[config.mk]
export PLATFORM = sky130hd
export DESIGN_NAME = mem_access_stage
export DESIGN_NICKNAME = d
export VERILOG_FILES = /design/src/rtl/mem_access_stage.sv
export SDC_FILE = /design/constraint.sdc
export NUM_CORES = 1
export LEC_CHECK = 0
export CELL_PAD_IN_SITES_DETAIL_PLACEMENT = 0
export CELL_PAD_IN_SITES_GLOBAL_PLACEMENT = 1
export CORE_UTILIZATION = 45
export CTS_CLUSTER_DIAMETER = 80
export DETAILED_ROUTE_END_ITERATION = 8
export DONT_BUFFER_PORTS = 1
export MAX_ROUTING_LAYER = met4
export PLACE_DENSITY_LB_ADDON = 0.1
export SLEW_MARGIN = 10
export SYNTH_ARGS = -nofsm -noshare
export SYNTH_HDL_FRONTEND = slang
export SYNTH_SLANG_ARGS = --single-unit
[constraint.sdc]
create_clock -name clk_i -period 2.45 [get_ports clk_i]
set_input_delay 0.1225 -clock clk_i [delete_from_list [all_inputs] [get_ports clk_i]]
set_output_delay 0.1225 -clock clk_i [all_outputs]
set_load 0.02 [all_outputs]
[src/rtl/mem_access_stage.sv]
// mem_access_stage: MEM pipeline stage driving a req/ack data bus (optional MEM_MISALIGN_TRAP_EN misalignment trap); ports: ALU/store/ctrl in, dmem bus, writeback out, stall/bus_err/exc_misalign out
module mem_access_stage #(
  parameter int XLEN        = 32,
  parameter int RADDR_W     = 5,
  parameter int ACK_TIMEOUT = 255
) (
  input  logic               clk_i,
  input  logic               rst_ni,
  input  logic [XLEN-1:0]    alu_val_i,
  input  logic [RADDR_W-1:0] rd_addr_i,
  input  logic               rd_we_i,
  input  logic [XLEN-1:0]    rs2_val_i,
  input  logic               mem_re_i,
  input  logic               mem_we_i,
  input  logic [2:0]         funct3_i,
  output logic               dmem_req_o,
  output logic               dmem_we_o,
  output logic [XLEN-1:0]    dmem_addr_o,
  output logic [XLEN-1:0]    dmem_wdata_o,
  output logic [3:0]         dmem_be_o,
  input  logic               dmem_ack_i,
  input  logic [XLEN-1:0]    dmem_rdata_i,
  output logic [XLEN-1:0]    rd_val_o,
  output logic [RADDR_W-1:0] rd_addr_o,
  output logic               rd_we_o,
  output logic               stall_o,
  output logic               bus_err_o,
  output logic               exc_misalign_o
);
  localparam int CW = ACK_TIMEOUT > 1 ? $clog2(ACK_TIMEOUT + 1) : 1;
  typedef enum logic [1:0] {IDLE, BUSY, DONE} state_t;
  state_t            state_q;
  logic              req_q, we_q, err_q;
  logic [XLEN-1:0]   addr_q, wdata_q, ldata_q;
  logic [3:0]        be_q;
  logic [CW-1:0]     cnt_q;
  logic [2:0]        f3_q;
  logic [1:0]        off_q;
  logic              acc, b_sz, h_sz, mis, to;
  logic [3:0]        be_d;
  logic [XLEN-1:0]   wdata_d, fmt;
  logic [7:0]        lb;
  logic [15:0]       lh;
  assign acc  = mem_re_i | mem_we_i;
  // stores decode only SB/SH explicitly; loads ignore funct3[2] (the unsigned bit) for size
  assign b_sz = mem_we_i ? funct3_i == 3'b000 : funct3_i[1:0] == 2'b00;
  assign h_sz = mem_we_i ? funct3_i == 3'b001 : funct3_i[1:0] == 2'b01;
`ifdef MEM_MISALIGN_TRAP_EN
  assign mis = acc & (h_sz ? alu_val_i[0] : !b_sz & |alu_val_i[1:0]);
`else
  assign mis = 1'b0;
`endif
  assign be_d    = b_sz ? 4'b0001 << alu_val_i[1:0] : h_sz ? 4'b0011 << {alu_val_i[1], 1'b0} : 4'hF;
  assign wdata_d = b_sz ? {(XLEN/8){rs2_val_i[7:0]}} : h_sz ? {(XLEN/16){rs2_val_i[15:0]}} : rs2_val_i;
  assign lb  = dmem_rdata_i[{off_q, 3'b000} +: 8];
  assign lh  = dmem_rdata_i[{off_q[1], 4'b0000} +: 16];
  assign fmt = f3_q == 3'b000 ? {{(XLEN-8){lb[7]}}, lb} :
               f3_q == 3'b001 ? {{(XLEN-16){lh[15]}}, lh} :
               f3_q == 3'b100 ? {{(XLEN-8){1'b0}}, lb} :
               f3_q == 3'b101 ? {{(XLEN-16){1'b0}}, lh} : dmem_rdata_i;
  // timeout fires in the ACK_TIMEOUT-th BUSY cycle; an ack in that same cycle wins
  assign to  = (ACK_TIMEOUT != 0) && (cnt_q == CW'(ACK_TIMEOUT - 1));
  always_ff @(posedge clk_i) begin
    if (!rst_ni) begin
      state_q <= IDLE;
      req_q   <= 1'b0;
      we_q    <= 1'b0;
      be_q    <= '0;
      err_q   <= 1'b0;
      cnt_q   <= '0;
      ldata_q <= '0;
      addr_q  <= '0;
      wdata_q <= '0;
      f3_q    <= '0;
      off_q   <= '0;
    end else begin
      err_q <= 1'b0;
      case (state_q)
        IDLE: if (acc && !mis) begin
          state_q <= BUSY;
          req_q   <= 1'b1;
          we_q    <= mem_we_i;
          addr_q  <= {alu_val_i[XLEN-1:2], 2'b00};
          wdata_q <= wdata_d;
          be_q    <= be_d;
          f3_q    <= funct3_i;
          off_q   <= alu_val_i[1:0];
          cnt_q   <= '0;
        end
        BUSY: if (dmem_ack_i) begin
          ldata_q <= fmt;
          req_q   <= 1'b0;
          state_q <= DONE;
        end else if (to) begin
          ldata_q <= '0;
          req_q   <= 1'b0;
          err_q   <= 1'b1;
          state_q <= DONE;
        end else begin
          cnt_q <= cnt_q + 1'b1;
        end
        default: state_q <= IDLE;
      endcase
    end
  end
  assign dmem_req_o     = req_q;
  assign dmem_we_o      = we_q;
  assign dmem_addr_o    = addr_q;
  assign dmem_wdata_o   = wdata_q;
  assign dmem_be_o      = be_q;
  assign bus_err_o      = err_q;
  assign exc_misalign_o = mis;
  assign stall_o        = state_q == BUSY || (state_q == IDLE && acc && !mis);
  assign rd_val_o       = (state_q == DONE && !we_q) ? ldata_q : alu_val_i;
  assign rd_addr_o      = rd_addr_i;
  assign rd_we_o        = rd_we_i & !mis & !(state_q == DONE && err_q);
endmodule

==> metrics.md <==
| Metric | Value |
|---|---|
| Max Freq | `446 MHz` |
| Worst Skew | `0.00840 ns` |
| RSZ-0062 raised after global routing | `false` |
| Setup CP Type | `reg -> reg` |
| DR vias | `4957` |
| Predominant post-synthesis flop cell | `dfxtp_1` |
| Initial antenna violation count | `0` |
| WL final | `16600 um` |
| Longest Clk Path Bufs | `2` |
| CORE AREA | `12100 sq um` |
| Slew Limit Fails | `0` |
| Remaining DRCs | `0` |
| Adder-cell area share of the yosys netlist | `0.447%` |
| Average wire per cell in the routed design | `18.9 um` |
| Post-route design area | `7360 sq um` |
| Critical path startpoint category | `register` |
| Post-synth EDFFs | `0` |
| Grt total ovfl | `0` |
| P per Cell Area | `741 nW/um^2` |
| Layout area overhead | `31.5%` |
| Seq/Total Area, Yosys | `41.5%` |
| Tcrit/Tclk final | `91.5%` |
| Overall global routing resource usage | `26.6%` |
| DIE HEIGHT | `114 um` |
| Hold Vio Cnt, Final | `0` |
| Post-synthesis compound-gate area fraction | `24.2%` |
| CTS buffer count | `17` |
| Mux contribution to synthesized area | `13.3%` |
| Remaining antenna violation count | `0` |
| Total power | `0.00545 W` |
| Final Setup Violations | `0` |
| Avg Inst Size Synth | `9.18 sq um` |
| Worst setup EP type | `register` |
| Die X | `114 um` |
| Non-Filler Instances | `876` |
| CTS sink cnt | `116` |
| Post-synthesis simple-gate area fraction | `14.8%` |
| Crit-path max FO | `33` |
| VDD IR-drop max | `0.000462 V` |
| Status | `finished clean` |
| Ordered list of cells on the worst path | `inv_1, ha_1, a41oi_1, o31a_1, buf_4, o2bb2ai_1, dlygate4sd3_1` |
| Largest family of logic cells by synthesized area | `compound AO/OA/AOI/OAI gates` |
| Layout Nets | `810` |
| Inst Count DP | `734` |
| Rel. slew slack | `33.3%` |
| Pre-Repair DR Iteration Count | `4` |
| Cells after Synth | `610` |
| Min-Delay Path Class | `in -> reg` |
| Port bufs | `0` |
| Largest net degree at the start of global routing | `80` |
| Slowest cell on crit path | `dlygate4sd3_1` |
| Root buf cell | `clkbuf_16` |
| Detailed Place HPWL | `10700 um` |
| Least-Margin Pin Slew | `0.997 ns` |
| Post-CTS Resized | `0` |
| Critical path arrival | `2.60 ns` |
| Drt initial violations | `296` |
| Synth Area in XOR/XNOR | `0.156%` |
| DP Area | `5640 sq um` |
| Vias in the first global route | `4898` |
| CTS tree | `done` |
| Syn Std Cell Area | `5600 sq um` |
| Top delay family on crit path | `buffers and inverters` |
| CP peak stage delay | `0.56 ns` |
| Yosys reg bits | `116` |
| Worst path bufs/invs | `3` |
| Yosys warns | `0` |
| Row cnt | `40` |
| Initial Utilization | `46.4%` |
| Final GP Congestion | `0.820` |
| Max-Cap Viols | `0` |
| Fraction of registers with async set/reset | `0%` |
| Yosys cell types | `59` |
| Leakage Power | `2.92 nW` |
| H-tree depth | `4` |
| Vias per cell | `5.66` |
| WP data required | `2.81 ns` |
| Setup TNS | `0 ns` |
| Tmin final | `2.24 ns` |
| CTS clk-pin slew, worst paths | `0.05 ns` |
| Clk Latency, worst-skew pair | `0.41 ns` |
| Ant diodes | `0` |
| First-pass GRT wire length | `25800 um` |
| I/O pins | `221` |
| Layout cells sized above 1 | `11.7%` |
| Die footprint | `12900 sq um` |
==> layout make-up <==
class                   instances  area [sq um]
clock inverters                 3          42.5
multi-input cells             433          3000
inverters                       7          26.3
flip-flops and latches        116          2320
repair buffers                123          1240
fillers                      1007          4700
clock buffers                  26           529
well taps                     168           210
==> synth_stat cells, types with 2 or more instances <==
cell type,number,area share [%]
mux2i_1,35,6.3
o22ai_1,9,1.0
a31oi_1,6,0.67
nand3_1,4,0.36
or3_1,4,0.45
mux2_2,33,6.6
ha_1,2,0.45
a21oi_1,16,1.4
buf_4,9,1.2
buf_6,3,0.60
o2111ai_1,2,0.31
nand2_1,131,8.8
o2bb2ai_1,9,1.4
nand2b_1,3,0.34
inv_1,7,0.47
a221o_1,17,3.0
buf_2,17,1.5
clkbuf_1,26,1.7
a21boi_0,52,7.0
and4_1,2,0.31
nor2b_1,11,1.2
or2_2,2,0.22
nand4_1,3,0.34
a22o_1,10,1.6
o211a_1,16,2.9
nor3b_1,3,0.40
and3_1,3,0.34
o41ai_1,2,0.31
o21ai_0,10,0.89
nor2_1,9,0.60
o21a_1,3,0.40
dfxtp_1,116,41
o211ai_1,9,1.2
==> path summary, 6_finish.rpt <==
kind / from / end / slack (ns) / cells after the start
setup reg to reg: cnt_q[0] / ldata_q[5] / 0.21 / 7
hold reg to reg: ldata_q[1] / ldata_q[1] / 0.47 / 1
hold / removal: dmem_rdata_i[11] / ldata_q[11] / 0.03 / 3
setup / recovery: cnt_q[0] / ldata_q[5] / 0.21 / 7
==> worst reg2reg max path: stages (launching register included) <==
cell,delay [ns]
dfxtp_1,0.41
inv_1,0.06
ha_1,0.23
a41oi_1,0.28
o31a_1,0.15
buf_4,0.32
o2bb2ai_1,0.17
dlygate4sd3_1,0.56
==> routing by layer <==
layer	track usage (%)	wire length (um)	vias to the layer above
li1	-	-	2374
met1	29.6	6780	2344
met2	44.4	8110	203
met3	8.13	1260	36
met4	10.8	414	0
met5	-	0	-
==> state kept, by name (all words and copies together), names as in the netlist <==
| signal | cells |
|---|---|
| dmem_wdata_o | 32 |
| cnt_q | 8 |
| state_q | 2 |
| off_q | 2 |
| dmem_we_o | 1 |
| dmem_be_o | 4 |
| bus_err_o | 1 |
| dmem_req_o | 1 |
| ldata_q | 32 |
| dmem_addr_o | 30 |
| f3_q | 3 |
==> per-stage QoR <==
| stage | util, % | hold slack (ns) | worst slack (ns) |
|---|---|---|---|
| after floorplan | - | 0.200 | 0.720 |
| after global placement | 46.8 | 0.217 | 0.596 |
| after detailed placement | 46.8 | 0.214 | 0.525 |
| after CTS | 61.0 | 0.0221 | 0.226 |
| after global routing | 61.0 | 0.0443 | 0.0645 |
| final | 61.0 | 0.0256 | 0.208 |
==> power by group <==
part	switching (W)	total (W)	internal (W)
registers	0.000238	0.00228	0.00204
logic	0.000407	0.000791	0.000384
clock network	0.000824	0.00239	0.00156
total	0.00147	0.00545	0.00398
==> placed cells by master (no fill, tap or decap), types with 9 or more instances in the layout <==
| cell type | count |
|---|---|
| clkbuf_16 | 17 |
| a22o_1 | 10 |
| a21boi_0 | 52 |
| o22ai_1 | 9 |
| nand2_1 | 131 |
| nor2_1 | 9 |
| mux2i_1 | 35 |
| o21ai_0 | 9 |
| nor2b_1 | 11 |
| o2bb2ai_1 | 9 |
| mux2_2 | 33 |
| a21oi_1 | 15 |
| dfxtp_1 | 116 |
| dlygate4sd3_1 | 112 |
| a221o_1 | 17 |
| o211a_1 | 16 |
| buf_4 | 9 |
| o211ai_1 | 9 |
==> kinds of logic (layout without fill, tap and decap cells) <==
family,Yosys count,after routing
AO/OA/AOI/OAI,174,174
XOR/XNOR,1,1
adder cells (fa/ha/maj),2,2
buffers and inverters,63,159
flip-flops,116,116
multiplexers,69,69
other,1,3
AND/OR/NAND/NOR,184,184
==> what timing repair did <==
item                      CTS  global route
buffers inserted            0             0
hold buffers              113             0
hold endpoints to repair  108             0
(Power assumes the default switching activity.)
